### config.mk
export PLATFORM = sky130hd
export DESIGN_NAME = uart_bus_master
export DESIGN_NICKNAME = d
export VERILOG_FILES = /design/src/rtl/uart_proto_pkg.sv /design/src/rtl/uart_byte_sequencer.sv /design/src/rtl/uart_bus_master.sv
export SDC_FILE = /design/constraint.sdc
export NUM_CORES = 1
export LEC_CHECK = 0
export ABC_AREA = 0
export BUFFER_PORTS_ARGS = -buffer_cell sky130_fd_sc_hd__buf_4
export CELL_PAD_IN_SITES_DETAIL_PLACEMENT = 0
export CELL_PAD_IN_SITES_GLOBAL_PLACEMENT = 1
export CORE_MARGIN = 2
export CORE_UTILIZATION = 38
export CTS_CLUSTER_DIAMETER = 120
export DETAILED_ROUTE_END_ITERATION = 8
export PLACE_DENSITY = 0.77
export SYNTH_ARGS = -nofsm -noshare
export SYNTH_HDL_FRONTEND = slang
export SYNTH_SLANG_ARGS = --single-unit
### constraint.sdc
create_clock -name clk50MHz -period 2.5 [get_ports clk50MHz]
set_input_delay 0.25 -clock clk50MHz [delete_from_list [all_inputs] [get_ports clk50MHz]]
set_output_delay 0.25 -clock clk50MHz [all_outputs]
set_load 0.02 [all_outputs]
### src/rtl/uart_proto_pkg.sv
// Shared constants, state encodings and framing helper for the UART register protocol.
// Frame: {write, addr[6:0]} then 4 little-endian data bytes for writes.
package uart_proto_pkg;

   localparam int FRAME_BYTES    = 4;
   localparam int WRITE_FLAG_BIT = 7;
   localparam int CLK_HZ         = 50_000_000;
   localparam int BAUD           = 115_200;
   localparam int CLKS_PER_BIT   = CLK_HZ / BAUD;

   typedef enum logic [1:0] {
      M_IDLE,
      M_TX,
      M_RX_COLLECT,
      M_DONE
   } mst_state_e;

   typedef enum logic [1:0] {
      Q_IDLE,
      Q_TX_LAUNCH,
      Q_TX_WAIT_HI,
      Q_TX_WAIT_LO
   } seq_state_e;

   // Byte idx of the outgoing frame: 0 = address byte, 1..4 = data lanes.
   function automatic logic [7:0] frame_byte(
      input logic        wr,
      input logic [6:0]  addr,
      input logic [31:0] wdata,
      input logic [2:0]  idx
   );
      logic [7:0] b;
      case (idx)
         3'd1: b = wdata[7:0];
         3'd2: b = wdata[15:8];
         3'd3: b = wdata[23:16];
         3'd4: b = wdata[31:24];
         default: begin
            b = {1'b0, addr};
            b[WRITE_FLAG_BIT] = wr;
         end
      endcase
      return b;
   endfunction

endpackage

### src/rtl/uart_byte_sequencer.sv
// Launches n bytes through a busy-handshaked UART transmitter, one at a time.
// Each launch waits for busy to rise and then fall before the next byte.
module uart_byte_sequencer
   import uart_proto_pkg::*;
(
   input  logic       clk_i,
   input  logic       rst_i,
   input  logic       start_i,
   input  logic [2:0] n_bytes_i,
   input  logic [7:0] byte_i,
   input  logic       tx_busy_i,
   output logic [2:0] cnt_o,
   output logic       done_o,
   output logic [7:0] tx_data_o,
   output logic       tx_valid_o
);

   seq_state_e state_q, state_d;
   logic [2:0] cnt_q, cnt_d;
   logic [7:0] tx_data_q, tx_data_d;
   logic       tx_valid_q, tx_valid_d;

   assign cnt_o      = cnt_q;
   assign tx_data_o  = tx_data_q;
   assign tx_valid_o = tx_valid_q;

   always_comb begin
      state_d    = state_q;
      cnt_d      = cnt_q;
      tx_data_d  = tx_data_q;
      tx_valid_d = 1'b0;
      done_o     = 1'b0;
      case (state_q)
         Q_IDLE: begin
            if (start_i) begin
               cnt_d   = '0;
               state_d = Q_TX_LAUNCH;
            end
         end
         Q_TX_LAUNCH: begin
            if (!tx_busy_i) begin
               tx_valid_d = 1'b1;
               tx_data_d  = byte_i;
               state_d    = Q_TX_WAIT_HI;
            end
         end
         // Busy must be seen high first so a slow transmitter is not relaunched.
         Q_TX_WAIT_HI: begin
            if (tx_busy_i) state_d = Q_TX_WAIT_LO;
         end
         Q_TX_WAIT_LO: begin
            if (!tx_busy_i) begin
               if (cnt_q + 3'd1 == n_bytes_i) begin
                  done_o  = 1'b1;
                  cnt_d   = '0;
                  state_d = Q_IDLE;
               end else begin
                  cnt_d   = cnt_q + 3'd1;
                  state_d = Q_TX_LAUNCH;
               end
            end
         end
         default: state_d = Q_IDLE;
      endcase
   end

   always_ff @(posedge clk_i or posedge rst_i) begin
      if (rst_i) begin
         state_q    <= Q_IDLE;
         cnt_q      <= '0;
         tx_data_q  <= '0;
         tx_valid_q <= 1'b0;
      end else begin
         state_q    <= state_d;
         cnt_q      <= cnt_d;
         tx_data_q  <= tx_data_d;
         tx_valid_q <= tx_valid_d;
      end
   end

endmodule

### src/rtl/uart_bus_master.sv
// Host-side initiator: parallel register request -> UART frame, collects read replies.
// Define UART_MASTER_TIMEOUT_EN to enable the read-reply timeout and rsp_err.
module uart_bus_master
   import uart_proto_pkg::*;
#(
   parameter int D_WIDTH        = 32,
   parameter int A_WIDTH        = 7,
   parameter int TIMEOUT_CYCLES = 500000
) (
   input  logic               clk50MHz,
   input  logic               rst,
   input  logic               req_valid,
   output logic               req_ready,
   input  logic               req_write,
   input  logic [A_WIDTH-1:0] req_addr,
   input  logic [D_WIDTH-1:0] req_wdata,
   output logic               rsp_valid,
   output logic [D_WIDTH-1:0] rsp_rdata,
   output logic               rsp_err,
   output logic [7:0]         uart_tx_data,
   output logic               uart_tx_valid,
   input  logic               uart_tx_busy,
   input  logic [7:0]         uart_rx_data,
   input  logic               uart_rx_valid
);

   mst_state_e state_q, state_d;
   logic               wr_q;
   logic [A_WIDTH-1:0] addr_q;
   logic [D_WIDTH-1:0] wdata_q;
   logic [D_WIDTH-1:0] rdata_q, rdata_d;
   logic [1:0]         lane_q, lane_d;
   logic               accept;
   logic               seq_done;
   logic               tmo_hit;
   logic [2:0]         seq_cnt;
   logic [2:0]         n_bytes;
   logic [7:0]         cur_byte;

   assign req_ready = (state_q == M_IDLE);
   assign accept    = req_valid && req_ready;
   assign rsp_valid = (state_q == M_DONE);
   assign rsp_rdata = rdata_q;
   assign n_bytes   = wr_q ? 3'(FRAME_BYTES + 1) : 3'd1;
   assign cur_byte  = frame_byte(wr_q, addr_q, wdata_q, seq_cnt);

   uart_byte_sequencer u_seq (
      .clk_i      (clk50MHz),
      .rst_i      (rst),
      .start_i    (accept),
      .n_bytes_i  (n_bytes),
      .byte_i     (cur_byte),
      .tx_busy_i  (uart_tx_busy),
      .cnt_o      (seq_cnt),
      .done_o     (seq_done),
      .tx_data_o  (uart_tx_data),
      .tx_valid_o (uart_tx_valid)
   );

`ifdef UART_MASTER_TIMEOUT_EN
   localparam logic [19:0] TMO_LAST = 20'(TIMEOUT_CYCLES - 1);
   logic [19:0] tmo_q, tmo_d;
   logic        err_q, err_d;

   assign tmo_hit = (tmo_q == TMO_LAST);
   assign rsp_err = err_q;

   // Counter runs only while collecting; any received byte restarts it.
   always_comb begin
      tmo_d = '0;
      err_d = err_q;
      if (accept) err_d = 1'b0;
      if (state_q == M_RX_COLLECT) begin
         if (uart_rx_valid) tmo_d = '0;
         else if (tmo_hit) err_d = 1'b1;
         else tmo_d = tmo_q + 20'd1;
      end
   end

   always_ff @(posedge clk50MHz or posedge rst) begin
      if (rst) begin
         tmo_q <= '0;
         err_q <= 1'b0;
      end else begin
         tmo_q <= tmo_d;
         err_q <= err_d;
      end
   end
`else
   assign tmo_hit = 1'b0;
   assign rsp_err = 1'b0;
`endif

   always_comb begin
      state_d = state_q;
      rdata_d = rdata_q;
      lane_d  = lane_q;
      case (state_q)
         M_IDLE: begin
            if (accept) begin
               rdata_d = '0;
               lane_d  = '0;
               state_d = M_TX;
            end
         end
         M_TX: begin
            if (seq_done) state_d = wr_q ? M_DONE : M_RX_COLLECT;
         end
         M_RX_COLLECT: begin
            if (uart_rx_valid) begin
               rdata_d[8*lane_q +: 8] = uart_rx_data;
               lane_d = lane_q + 2'd1;
               if (lane_q == 2'(FRAME_BYTES - 1)) state_d = M_DONE;
            end else if (tmo_hit) begin
               state_d = M_DONE;
            end
         end
         M_DONE: begin
            lane_d  = '0;
            state_d = M_IDLE;
         end
         default: state_d = M_IDLE;
      endcase
   end

   always_ff @(posedge clk50MHz or posedge rst) begin
      if (rst) begin
         state_q <= M_IDLE;
         wr_q    <= 1'b0;
         addr_q  <= '0;
         wdata_q <= '0;
         rdata_q <= '0;
         lane_q  <= '0;
      end else begin
         state_q <= state_d;
         rdata_q <= rdata_d;
         lane_q  <= lane_d;
         if (accept) begin
            wr_q    <= req_write;
            addr_q  <= req_addr;
            wdata_q <= req_wdata;
         end
      end
   end

endmodule

==> results.py, run 1 <==
metrics = {
    "clocking": {
        "clk_pin_slew_ns": 0.09,
        "clockRootBuffer": "clkbuf_8",
        "post-cts-setup-buffer-count": 0,
        "htree_levels": 3,
        "clockBufferDepth": 2,
        "clock_latency_ns": 0.35,
        "cts_tree": "done",
        "cts_buffers": 9,
        "clock_sinks": 90,
        "postCtsHoldBufs": 0,
        "cts_resized": 0,
    },
    "worst_setup_path": {
        "critPathMaxStageDelay_ns": 0.46,
        "worstPathRequired_ns": 2.79,
        "critPathCaptureType": "flop",
        "r2r_slack_ns": 0.27,
        "slowest_stage": "nor4_4",
        "crit_path_start_kind": "flop",
        "path_cells": "inv_1 -> ha_1 -> mux2i_1 -> a21o_1 -> nor4_4 -> a22o_1",
        "critPathKind": "flop to flop",
        "crit_arrival_ns": 2.52,
        "cp_max_fo": 12,
    },
    "detailed_routing": {
        "wire_per_inst_um": 16.14,
        "routed_wl_um": 9392,
        "drc": 0,
        "num_vias": 2968,
        "vias_per_cell": 5.100,
        "drt_pass1_iterations": 4,
        "drt_iter0_drc": 106,
        "ant_nets": 0,
    },
    "job": {
        "maxCapViolCount": 0,
    },
    "final_layout": {
        "area_growth_pct": 25.90,
        "drive_above_1_share": 0.3710,
        "insertedDiodeCount": 0,
        "nets": 511,
        "most-common-layout-cells": "100 x buf_4, 90 x dfrtp_1, 43 x mux2_2",
        "final_area_um2": 5230,
        "fin_cells": 582,
        "mostFrequentLayoutCell": "buf_4",
    },
    "synthesis": {
        "synth_area_um2": 4154,
        "synth_top_area_frac": 0.5422,
        "synth_edf_count": 0,
        "netlist_instances": 345,
        "ys_warn_count": 0,
        "async_reset_ff_frac": 1.000,
        "synth_seq_area_share": 0.5422,
        "synth.distinct_cells": 43,
        "yosys.area.top_type": "dfrtp_1",
        "ys_seq_elements": 90,
        "synth_flop_cell": "dfrtp_1",
        "syn_area_per_cell_um2": 12.04,
        "syn-num-nets": 419,
        "synth_area_leaders": "dfrtp_1 54%, mux2_2 12%, ha_1 6.3%",
    },
    "floorplan": {
        "start_util": 0.3866,
        "die_y_um": 108.6,
        "placementRows": 38,
        "die_area_um2": 11780,
        "core_area_um2": 10750,
        "ioPinCount": 97,
        "die_x_um": 108.6,
    },
    "power": {
        "vdd.ir_drop.worst_uv": 538.4,
        "p_total_mw": 5.678,
        "cellInternalPower_mw": 3.595,
        "p_sw_frac": 0.3668,
        "pwr-share-seq": 0.400,
        "leakage_nw": 2.508,
        "switchingPower_mw": 2.082,
        "comb_power_share": 0.406,
        "cellPowerDensity_nw_per_um2": 1086,
        "power.share.clock": 0.193,
    },
    "global_routing": {
        "grt_pass1_vias": 3122,
        "grt_pass1_wl_um": 15660,
        "grt_overflow_total": 0,
        "grt.total_usage": 0.1708,
        "grt_max_degree": 55,
        "antenna_found_initial": 0,
    },
    "sta": {
        "hold_viol": 0,
        "rsz0062_at_grt": "no",
        "slew_violations": 0,
        "setup_viol": 0,
        "post-route-period-util": 0.8920,
        "fin_ws_ns": 0.2699,
        "worst_slew_margin_rel": 0.4556,
        "fmax_mhz": 448.4,
        "worst_slew_pin_slew_ns": 0.8149,
        "period_minus_slack_ns": 2.230,
        "tns_ns": 0,
        "fin_skew_ns": 0.01002,
    },
    "worst_hold_path": {
        "worstHoldPathType": "input pin to async pin",
    },
    "place": {
        "dp_hpwl_um": 6889,
        "dpl_cell_area_um2": 5010,
        "dpl_worst_slack_ns": 0.2938,
        "io_buffers": 95,
        "gp_congestion": 0.8432,
        "numPlacedInstances": 566,
    },
    "outcome": {
        "status": "completed",
    },
}
registers in the layout, indices dropped and copies added (netlist names):
| signal | cells |
|---|---|
| rsp_rdata | 32 |
| wdata_q | 32 |
| u_seq.tx_data_o | 8 |
| addr_q | 7 |
| u_seq.cnt_o | 3 |
| lane_q | 2 |
| state_q | 2 |
| u_seq.state_q | 2 |
| u_seq.tx_valid_o | 1 |
| wr_q | 1 |
through the flow:
stage,util,hold WS [ns]
floorplan,-,0.3825
global placement,0.4662,0.4413
detailed placement,0.4662,0.4508
CTS,0.4867,0.05133
global route,0.4867,0.09267
finish,0.4867,0.03573
cell usage after synthesis, drive strengths merged (2+ instances only):
cell type   n
a21o        3
a21oi       5
a22o       27
a22oi       7
a32oi       7
buf        12
clkbuf      8
dfrtp      90
ha         21
inv        24
mux2       43
mux2i       2
nand2      25
nand2b      3
nand3      25
nor3        2
o21ai      19
cells by family (layout without fill, tap and decap cells):
| family | after synthesis | in the layout | synth area share |
|---|---|---|---|
| DFF | 90 | 90 | 0.5422 |
| AOI/OAI and AO/OA | 80 | 80 | 0.1434 |
| and+or+nand+nor | 63 | 63 | 0.08254 |
| muxes | 45 | 45 | 0.1214 |
| buffers and inverters | 44 | 141 | 0.04428 |
| adders and majority gates | 21 | 21 | 0.06325 |
| other | 1 | 1 | 0.0009027 |
| xor gates and xnor gates | 1 | 1 | 0.002109 |
power groups by stage:
stage,Clock (mW),Combinational [mW],Sequential [mW]
after floorplan,0,1.58,2.34
after global placement,0,2.27,2.28
after detailed placement,0,2.33,2.30
after CTS,1.12,2.34,2.27
after global routing,1.18,2.57,2.34
final,1.10,2.31,2.27
path summary, 6_finish.rpt:
path | cells after the start | end | start
max in group asynchronous | 3 | u_seq.state_q[1] | rst
hold / removal | 2 | rsp_rdata[28] | rst
min in group clk50MHz | 2 | addr_q[6] | req_addr[6]
hold reg to reg | 2 | u_seq.tx_data_o[5] | u_seq.tx_data_o[5]
setup reg to reg | 6 | rsp_rdata[16] | state_q[0]
setup / recovery | 6 | rsp_rdata[16] | state_q[0]
final cells by class:
cell class | instances | area [um2]
timing repair buffer | 101 | 770.7
clock buffer | 12 | 145.1
sequential | 90 | 2252
multi-input combinational | 211 | 1718
clock inverter | 4 | 75.07
tap | 140 | 175.2
fill | 1036 | 5515
inverter | 24 | 93.84
metal layers:
layer / track usage / wire [um]
met5: 0 / 0
met2: 0.2634 / 4200
met3: 0.05485 / 642
met4: 0.04487 / 178
met1: 0.2329 / 4371
critical path: cells and delay by family (launching register included):
kind | cells | cell delay [ns]
adder cells (fa/ha/maj) | 1 | 0.41
multiplexers | 1 | 0.22
AND/OR/NAND/NOR | 1 | 0.46
AO/OA/AOI/OAI | 2 | 0.51
flip-flops | 1 | 0.41
buffers and inverters | 1 | 0.15
Power figures use the tool's default switching activity.
==> run 2, diff against run 1 <==
--- a/config.mk
+++ b/config.mk
@@ -5,7 +5,6 @@
 export SDC_FILE = /design/constraint.sdc
 export NUM_CORES = 1
 export LEC_CHECK = 0
-export ABC_AREA = 0
 export BUFFER_PORTS_ARGS = -buffer_cell sky130_fd_sc_hd__buf_4
 export CELL_PAD_IN_SITES_DETAIL_PLACEMENT = 0
 export CELL_PAD_IN_SITES_GLOBAL_PLACEMENT = 1
@@ -14,6 +13,7 @@
 export CTS_CLUSTER_DIAMETER = 120
 export DETAILED_ROUTE_END_ITERATION = 8
 export PLACE_DENSITY = 0.77
+export RECOVER_POWER = 25
 export SYNTH_ARGS = -nofsm -noshare
 export SYNTH_HDL_FRONTEND = slang
 export SYNTH_SLANG_ARGS = --single-unit
==> run 2 against run 1 <==
Against the previous run: the run now ends with capacitance limit, slew limit left; first-iteration DRC count shrank 6.6%; worst hold slack better by 0.091 ns; sequential power barely moved; cell area hardly changed; critical path depth unchanged; wire length about the same; clock-buffer cell count stayed put; clock power is essentially flat; register-to-register slack about the same; critical path type unchanged; highest routed layer unchanged.
==> results.py, run 2 (synthesis results as in run 1) <==
metrics = {
    "outcome": {
        "status": "finished with violations",
        "failed_checks": "capacitance limit, slew limit",
    },
    "sta": {
        "rsz0062_at_grt": "no",
        "setup_viol": 0,
        "tns_ns": 0,
        "fin_skew_ns": 0.01004,
        "hold_viol": 0,
        "fmax_mhz": 448.6,
        "worst_slew_pin_slew_ns": 1.636,
        "period_minus_slack_ns": 2.229,
        "slew_violations": 37,
        "post-route-period-util": 0.8916,
        "worst_slew_margin_rel": -0.09658,
    },
    "final_layout": {
        "insertedDiodeCount": 0,
        "nets": 511,
        "post-route-util": 0.4865,
        "drive_above_1_share": 0.3710,
        "most-common-layout-cells": "99 x buf_4, 90 x dfrtp_1, 43 x mux2_2",
        "area_growth_pct": 25.84,
        "mostFrequentLayoutCell": "buf_4",
    },
    "worst_setup_path": {
        "critPathKind": "flop to flop",
        "r2r_cells": 6,
        "crit_path_start_kind": "flop",
        "r2r_end": "rsp_rdata[16]",
        "path_buf_inv": 1,
        "crit_arrival_ns": 2.52,
        "path_delay_family": "compound AO/OA/AOI/OAI gates",
        "critPathMaxStageDelay_ns": 0.46,
        "slowest_stage": "nor4_4",
        "worstPathRequired_ns": 2.79,
        "r2r_slack_ns": 0.27,
        "cp_max_fo": 12,
        "path_cells": "inv_1 -> ha_1 -> mux2i_1 -> a21o_1 -> nor4_4 -> a22o_1",
        "critPathCaptureType": "flop",
        "rr_startpoint": "state_q[0]",
    },
    "global_routing": {
        "grt_overflow_total": 0,
        "grt_pass1_vias": 3122,
        "antenna_found_initial": 0,
        "grt.total_usage": 0.1708,
        "grt_max_degree": 55,
        "grt_pass1_wl_um": 15660,
    },
    "floorplan": {
        "placementRows": 38,
        "die_area_um2": 11780,
        "ioPinCount": 97,
        "start_util": 0.3866,
        "die_x_um": 108.6,
        "die_y_um": 108.6,
        "core_area_um2": 10750,
    },
    "worst_hold_path": {
        "worstHoldPathCells": 2,
        "whs_endpoint": "addr_q[2]",
        "worstHoldPathType": "input pin to flop",
        "worstHoldStart": "req_addr[2]",
    },
    "power": {
        "p_total_mw": 5.675,
        "cellPowerDensity_nw_per_um2": 1086,
        "leakage_nw": 2.507,
        "vdd.ir_drop.worst_uv": 538.3,
    },
    "clocking": {
        "postCtsHoldBufs": 0,
        "cts_tree": "done",
        "clock_sinks": 90,
        "clockBufferDepth": 2,
        "clock_latency_ns": 0.35,
        "cts_resized": 0,
        "cts_buffers": 9,
        "clk_pin_slew_ns": 0.09,
        "clockRootBuffer": "clkbuf_8",
        "htree_levels": 3,
        "post-cts-setup-buffer-count": 0,
    },
    "detailed_routing": {
        "num_vias": 2955,
        "wire_per_inst_um": 16.13,
        "routed_wl_um": 9388,
        "vias_per_cell": 5.077,
        "drc": 0,
        "drt_iter0_drc": 99,
        "ant_nets": 0,
        "drt_pass1_iterations": 4,
    },
    "job": {
        "maxCapViolCount": 1,
    },
    "place": {
        "dp_hpwl_um": 6889,
        "gp_congestion": 0.8432,
        "io_buffers": 95,
    },
}
==> run 2: metal layers <==
layer | GRT usage | share of wire
met1 | 0.2329 | 0.46
met2 | 0.2634 | 0.45
met3 | 0.05485 | 0.064
met4 | 0.04487 | 0.018
met5 | 0 | 0
==> run 2: area by class of cell <==
| class | count | area [um2] |
|---|---|---|
| fill | 1037 | 5518 |
| multi-input combinational | 211 | 1718 |
| clock buffer | 12 | 145.1 |
| clock inverter | 4 | 75.07 |
| inverter | 24 | 91.34 |
| timing repair buffer | 101 | 770.7 |
| tap | 140 | 175.2 |
| sequential | 90 | 2252 |
==> run 2: worst max path at each step <==
stage          slack, ns               end           start  cells past startpoint
2_1_floorplan       0.47  u_seq.state_q[0]  u_seq.cnt_o[2]                      8
3_3_place_gp        0.40     rsp_rdata[16]      state_q[0]                      6
3_5_place_dp        0.29     rsp_rdata[21]      state_q[0]                      6
4_1_cts             0.26     rsp_rdata[16]      state_q[0]                      6
5_1_grt             0.11     rsp_rdata[16]      state_q[0]                      6
6_report            0.27     rsp_rdata[16]      state_q[0]                      6
==> run 2: worst register-to-register path, delay by kind of cell, from the launching register on <==
family | cells | cell delay [ns]
AO/OA/AOI/OAI | 2 | 0.51
AND/OR/NAND/NOR | 1 | 0.46
flip-flops | 1 | 0.41
adder cells (fa/ha/maj) | 1 | 0.41
multiplexers | 1 | 0.22
buffers and inverters | 1 | 0.15
==> run 2: stage by stage <==
stage	area, um2	hold WS [ns]	instances	setup WS (ns)
after floorplan	4158	0.3825	345	0.4750
after global placement	5010	0.4413	566	0.3966
after detailed placement	5010	0.4508	566	0.2938
after CTS	5230	0.05133	582	0.2622
after global routing	5228	0.1038	582	0.1067
final	5228	0.1271	582	0.2711
==> run 2: report_power, final <==
part / internal (mW) / total, mW / switching [mW]
sequential: 1.96 / 2.27 / 0.310
clock: 0.592 / 1.10 / 0.504
combinational: 1.04 / 2.31 / 1.27
